[src/rtl/spi_rdid_capture.sv]
// Oversampling SPI receiver that skips the RDID opcode and captures the JEDEC ID behind a valid/ready handshake.
// Optional build macro RDID_CHECK_EN adds id_match, a registered compare against EXPECTED_ID.
module spi_rdid_capture #(
    parameter int                   CMD_BITS    = 8,
    parameter int                   DATA_BITS   = 24,
    parameter logic [DATA_BITS-1:0] EXPECTED_ID = DATA_BITS'(24'h20BA18)
) (
    input  logic                 clk,
    input  logic                 reset,
    input  logic                 spi_cs,
    input  logic                 spi_sclk,
    input  logic                 spi_miso,
    output logic [DATA_BITS-1:0] id_data,
    output logic                 id_valid,
    input  logic                 id_ready,
    output logic                 frame_err,
    output logic                 overrun,
`ifdef RDID_CHECK_EN
    output logic                 id_match,
`endif
    output logic [2:0]           state_dbg
);

    localparam int MAX_BITS = (CMD_BITS > DATA_BITS) ? CMD_BITS : DATA_BITS;
    localparam int CW       = $clog2(MAX_BITS + 1);

    typedef enum logic [2:0] {
        IDLE    = 3'd0,
        SKIP    = 3'd1,
        SHIFT   = 3'd2,
        DONE    = 3'd3,
        WAIT_CS = 3'd4
    } state_t;

    state_t               state;
    logic [CW-1:0]        bit_cnt;
    logic [DATA_BITS-1:0] shreg;
    logic                 cs_s1, cs_s2;
    logic                 sclk_s1, sclk_s2, sclk_s3;
    logic                 miso_s1, miso_s2;
    logic                 rise;

    assign state_dbg = state;
    assign rise      = sclk_s2 & ~sclk_s3;

    always_ff @(posedge clk or posedge reset) begin
        if (reset) begin
            cs_s1   <= 1'b0;
            cs_s2   <= 1'b0;
            sclk_s1 <= 1'b0;
            sclk_s2 <= 1'b0;
            sclk_s3 <= 1'b0;
            miso_s1 <= 1'b0;
            miso_s2 <= 1'b0;
        end else begin
            cs_s1   <= spi_cs;
            cs_s2   <= cs_s1;
            sclk_s1 <= spi_sclk;
            sclk_s2 <= sclk_s1;
            sclk_s3 <= sclk_s2;
            miso_s1 <= spi_miso;
            miso_s2 <= miso_s1;
        end
    end

    // Handshake (valid/ready): id_data transfers on any clk edge where id_valid
    // and id_ready are both 1; id_data and id_valid hold otherwise. A commit in
    // the transfer cycle reloads id_data and keeps id_valid high.
    always_ff @(posedge clk or posedge reset) begin
        if (reset) begin
            state     <= IDLE;
            bit_cnt   <= '0;
            shreg     <= '0;
            id_data   <= '0;
            id_valid  <= 1'b0;
            frame_err <= 1'b0;
            overrun   <= 1'b0;
`ifdef RDID_CHECK_EN
            id_match  <= 1'b0;
`endif
        end else begin
            frame_err <= 1'b0;
            if (id_valid && id_ready) id_valid <= 1'b0;

            case (state)
                IDLE: begin
                    if (cs_s2) begin
                        state   <= SKIP;
                        bit_cnt <= '0;
                    end
                end
                SKIP: begin
                    if (!cs_s2) begin
                        frame_err <= 1'b1;
                        state     <= IDLE;
                    end else if (rise) begin
                        if (bit_cnt == CW'(CMD_BITS - 1)) begin
                            state   <= SHIFT;
                            bit_cnt <= '0;
                        end else begin
                            bit_cnt <= bit_cnt + 1'b1;
                        end
                    end
                end
                SHIFT: begin
                    if (!cs_s2) begin
                        frame_err <= 1'b1;
                        shreg     <= '0;
                        state     <= IDLE;
                    end else if (rise) begin
                        shreg <= DATA_BITS'({shreg, miso_s2});
                        if (bit_cnt == CW'(DATA_BITS - 1)) begin
                            state <= DONE;
                        end else begin
                            bit_cnt <= bit_cnt + 1'b1;
                        end
                    end
                end
                DONE: begin
                    // An unread result wins over the new one; the loss is recorded.
                    if (!id_valid || id_ready) begin
                        id_data  <= shreg;
                        id_valid <= 1'b1;
`ifdef RDID_CHECK_EN
                        id_match <= (shreg == EXPECTED_ID);
`endif
                    end else begin
                        overrun <= 1'b1;
                    end
                    state <= WAIT_CS;
                end
                WAIT_CS: begin
                    if (!cs_s2) state <= IDLE;
                end
                default: state <= IDLE;
            endcase
        end
    end

endmodule

[config.mk]
export PLATFORM = sky130hd
export DESIGN_NAME = spi_rdid_capture
export DESIGN_NICKNAME = d
export VERILOG_FILES = /design/src/rtl/spi_rdid_capture.sv
export SDC_FILE = /design/constraint.sdc
export NUM_CORES = 1
export LEC_CHECK = 0
export CAP_MARGIN = 0
export CORE_AREA = 2 2 95 97
export CTS_CLUSTER_DIAMETER = 80
export DETAILED_ROUTE_END_ITERATION = 12
export DIE_AREA = 0 0 97 99
export PLACE_DENSITY = 0.58
export SYNTH_ARGS = -nofsm -noshare
export SYNTH_HDL_FRONTEND = slang
export SYNTH_SLANG_ARGS = --single-unit
[constraint.sdc]
create_clock -name clk -period 3.4 [get_ports clk]
set_input_delay 0.34 -clock clk [delete_from_list [all_inputs] [get_ports clk]]
set_output_delay 0.34 -clock clk [all_outputs]
set_load 0.05 [all_outputs]
# == After elaboration in Yosys (flattened, before gate mapping) ==
# Cells that the tools add are included.
# word_totals
in_bits,6
out_inout_bits,30
regBits,66
elab_cells,71
# classes
bitwise,3
add_sub_neg,1
n_eq_ne,18
n_mux,24
n_reduce_logical,11
# op_table
operator,n
24-bit 2-to-1 mux,2
5-bit 2-to-1 mux,7
3-bit 2-to-1 mux,8
3-bit one-hot mux with 5 select lines,1
5-bit one-hot mux with 3 select lines,1
2-bit inequality test (second input constant),7
3-bit inequality test (second input constant),4
7-bit AND reduction,1
3-bit by 2-bit == test with 1-bit output (second input constant),2
2-bit AND reduction,3
6-bit AND reduction,1
5-bit by 1-bit adder with 5-bit output (second input constant),1
5-bit by 3-bit == test with 1-bit output (second input constant),1
5-bit == test (second input constant),1
1-bit 2-to-1 mux,5
3-bit by 1-bit == test with 1-bit output (second input constant),1
3-bit == test (second input constant),1
3-bit logical NOT,1
3-bit nonzero test,1
2-bit by 1-bit inequality test with 1-bit output (second input constant),1
1-bit inverter,2
2-bit OR reduction,1
1-bit AND,1
1-bit logical AND,1
2 further kinds,2

# == Logic depth before layout (Yosys ltp) ==
# logic_depth
ltp_word,5
mapped_depth,5
mapped_depth_nobuf,5

# == Least setup slack after synthesis ==
# No wires, ideal clock.
# synth_path
kind,register to register
from,register state[1] (netlist: state_dbg[1])
to,register id_data[0]
arrival_time_ps,1719
n_path_buf,2
period_less_slack_ps,1844
setup_time_ps,125
stages_incl_launch_ff,6
path_slack_ps,1556
path_cell_list,dfrtp_1 -> nand3b_1 -> nor2b_1 -> buf_4 -> buf_12 -> mux2_4
# synth_between
elab_chain_cells,2
# synth_rtl
element,line_no,rtl
from (decl),35,state_t state;
from (signal assigned),71,state <= IDLE;
from (signal assigned),88,state <= SKIP;
from (signal assigned),95,state <= IDLE;
3-bit by 2-bit == test with 1-bit output,85,case (state)
2-bit AND reduction (no source line),--,
to (signal assigned),122,id_data <= shreg;
to (decl),13,"output logic [DATA_BITS-1:0] id_data,"
# Every way passes these cells.
# A chain may end at the register's enable or synchronous reset.

# == Worst setup path after layout ==
# layout_path
from,register state[2] (netlist: state_dbg[2])
to,register id_data[8]
# The elaborated chain is that of the path after synthesis.

==> metrics.txt <==
status=finished, final reports clean; adder-cell share of the synthesized area=0.468%; worst reg-to-reg path cell count=3; RSZ-0062 raised after global routing=false; CTS max path bufs=2; Die Ht=a little under 100 um; Avg Cell Area, Syn=around 16 um^2; DR vias/cell=~4.7; fin worst setup slack=around 1300 ps; Yosys reg bits=66; row count=34; Worst VDD drop=0.229 mV; CP Launch Type=flip-flop; DP Worst Slack=1150 ps; # fillers=811; # Post-CTS Setup Buffers=0; Slowest cell on crit path=nor2b_4; largest family of logic cells by synthesized area=multiplexers; Die Footprint=around 9600 um^2; pwr dens=slightly below 500 nW/um^2; worst endpoint required time=between 3000 and 4000 ps; total power=1.63 mW; Vias=~1.5k; cell area after synthesis=~2700 um^2; complex-gate fraction of the synthesized area=13.3%; Critical R2R Launch=state_dbg[2]$_DFFE_PP0P_; dpl hpwl=around 2900 um; FMAX=around 470 MHz; min Tclk post-route=between 2000 and 2500 ps; WL/cell=about 14 um; worst min-delay path class=reg2reg; worst-path cell chain=nand3b_1 -> nor2b_4 -> mux2_2; hold worst-path end=cs_s2$_DFF_PP0_; TritonCTS Buffers=9; total grt overflow=0; P_leak=roughly 1.5 nW; Layout Skew=approximately 9.3 ps; ranking of synthesized cells by area=dfrtp_1 (62%), mux2_4 (11%), a22o_1 (7.9%), mux2_2 (2.1%), buf_12 (1.5%); top-level I/O count=36; Hold WS=between 300 and 400 ps; count of different cell masters after synthesis=40; XOR/XNOR share of the synthesized area=0%; diode count=0; Fin. Hold Viols=0; final WL=about 4600 um; Worst EP arrival=roughly 2300 ps; final setup fails=0; routability congestion estimate=0.792; post-synthesis simple-gate area fraction=around 7.6%; Clock Pin Slew Worst Setup and Hold Paths=approximately 70 ps; most common cell after layout, fill and taps aside=dfrtp_1; worst reg-to-reg setup slack=roughly 1300 ps; number of global-route vias before repair=approximately 1.5k; R2R Path End=id_data[8]$_DFFE_PP0P_; Final TNS setup=0 ps; Net count, final=218; TritonCTS clock tree=built; Layout Utilization=38.7%; clock tree sinks=between 60 and 70; mux share of post-synthesis cell area=13.3%; post-CTS sizing=0; Skew-Pair Late Insertion Delay=340 ps; initial antenna violation count=0; antenna viol nets, final=0; Hold Path Origin=cs_s1$_DFF_PP0_; WHS Path Cells=0; synthesis warning total=0; Core Region=8550 um^2; max cap viols=0; Synth Net Count=approximately 180; global-route usage over all layers=roughly a tenth; CTS Hold Bufs=0; critical path type=reg2reg; Synth area leader=dfrtp_1; DRC=0; share of the synthesized area in the top cell type=between 60 and 70%; initial drt markers=110; drt pass-1 iters=4; Final period util=between 60 and 70%; Crit. End Element=flip-flop; Slew Limit Fails=0; Post-Syn Instances=about 170; worst slew pin tran=~900 ps; commonest non-fill, non-tap cells in the layout=dfrtp_1 (66), clkdlybuf4s50_1 (35), a22o_1 (24), mux2_4 (20), clkbuf_8 (9); largest net degree at the start of global routing=67; sequential share of the synthesized area=between 60% and 70%; H-tree depth=3; Initial Util=between 30% and 40%; crit path max fanout=24; Area growth, synth to finish=23.6%; slew margin rel.=between 30% and 40%; root buffer cell=clkbuf_8; first-pass GRT wire length=approximately 7700 um; I/O Buffers=35; share of cells above drive strength 1=between 20% and 30%; Die Width=just under 100 um; Worst path max stage delay=roughly 780 ps
sequential cells by signal, indices dropped and copies added (netlist names):
signal     cells
cs_s2          1
overrun        1
frame_err      1
shreg         24
bit_cnt        5
id_valid       1
miso_s2        1
sclk_s1        1
sclk_s2        1
state_dbg      3
miso_s1        1
id_data       24
cs_s1          1
sclk_s3        1
cells by family (layout without fill, tap and decap cells):
kind of cell | Yosys count | in the layout
buf+inv | 9 | 53
flops | 66 | 66
simple gates | 31 | 31
mux | 25 | 25
compound gates | 40 | 40
fa+ha+maj | 1 | 1
layer usage:
metal / up-vias / part of all wire [%] / global-route usage [%]
met2: 34 / 43 / 13.7
met5: - / 0 / 0
met1: 768 / 50 / 14.0
met4: 0 / 3.2 / 7.37
li1: 720 / - / -
met3: 10 / 3.7 / 3.05
power by group:
group	switching (mW)	internal, mW	total [mW]	leakage, nW
Sequential	0.0212	0.803	0.825	0.899
Clock	0.315	0.419	0.734	0.114
Combinational	0.0415	0.0343	0.0758	0.506
Total	0.378	1.26	1.63	1.52
final cells by class:
type                       instances  area [um^2]  area share (%)
clock inverter                     7          100            3.03
multi-input combinational         97          935            28.3
clock buffer                       9          124            3.75
tap                              108          135            4.09
inverter                           1         3.75           0.114
timing repair buffer              36          358            10.8
sequential                        66         1650            49.9
critical path: cells and delay by family (launching register included):
family	cells	cell delay, ps
flip-flops	1	480
multiplexers	1	410
AND/OR/NAND/NOR	2	1110
Yosys cell counts, drive strengths merged:
library cell and instances:
mux2 25, o41ai 1, nand3 3, and3 1
nor2b 1, a211oi 1, nor4 1, a211o 2
a22o 24, nand3b 1, o21bai 1, o22a 1
inv 1, o31ai 1, or2 1, ha 1
nor3 2, a21oi 1, o21a 1, or3 1
o2bb2ai 1, a21o 1, nor2 5, dfrtp 66
a221o 1, nand4bb 1, nand2b 6, a21boi 1
nand4b 1, o21ai 2, nor3b 4, buf 8
a2bb2oi 1, nand2 3
worst max path at each step:
stage                     cells after the start                startpoint                 endpoint  slack (ps)
after floorplan                               1                     reset   bit_cnt[0]$_DFFE_PP0P_        1410
after global placement                        4                  id_ready  id_data[10]$_DFFE_PP0P_        1160
after detailed placement                      4                  id_ready   id_data[8]$_DFFE_PP0P_        1150
after CTS                                     3  state_dbg[2]$_DFFE_PP0P_   id_data[8]$_DFFE_PP0P_        1260
after global routing                          3  state_dbg[1]$_DFFE_PP0P_  id_data[10]$_DFFE_PP0P_        1140
final                                         3  state_dbg[2]$_DFFE_PP0P_   id_data[8]$_DFFE_PP0P_        1290
stage by stage:
stage                     instances  instance area (um^2)
final                           324                  3310
after global routing            324                  3310
after CTS                       324                  3310
after detailed placement        308                  3080
after global placement          308                  3080
after floorplan                 172                  2680
Power figures use the tool's default switching activity.
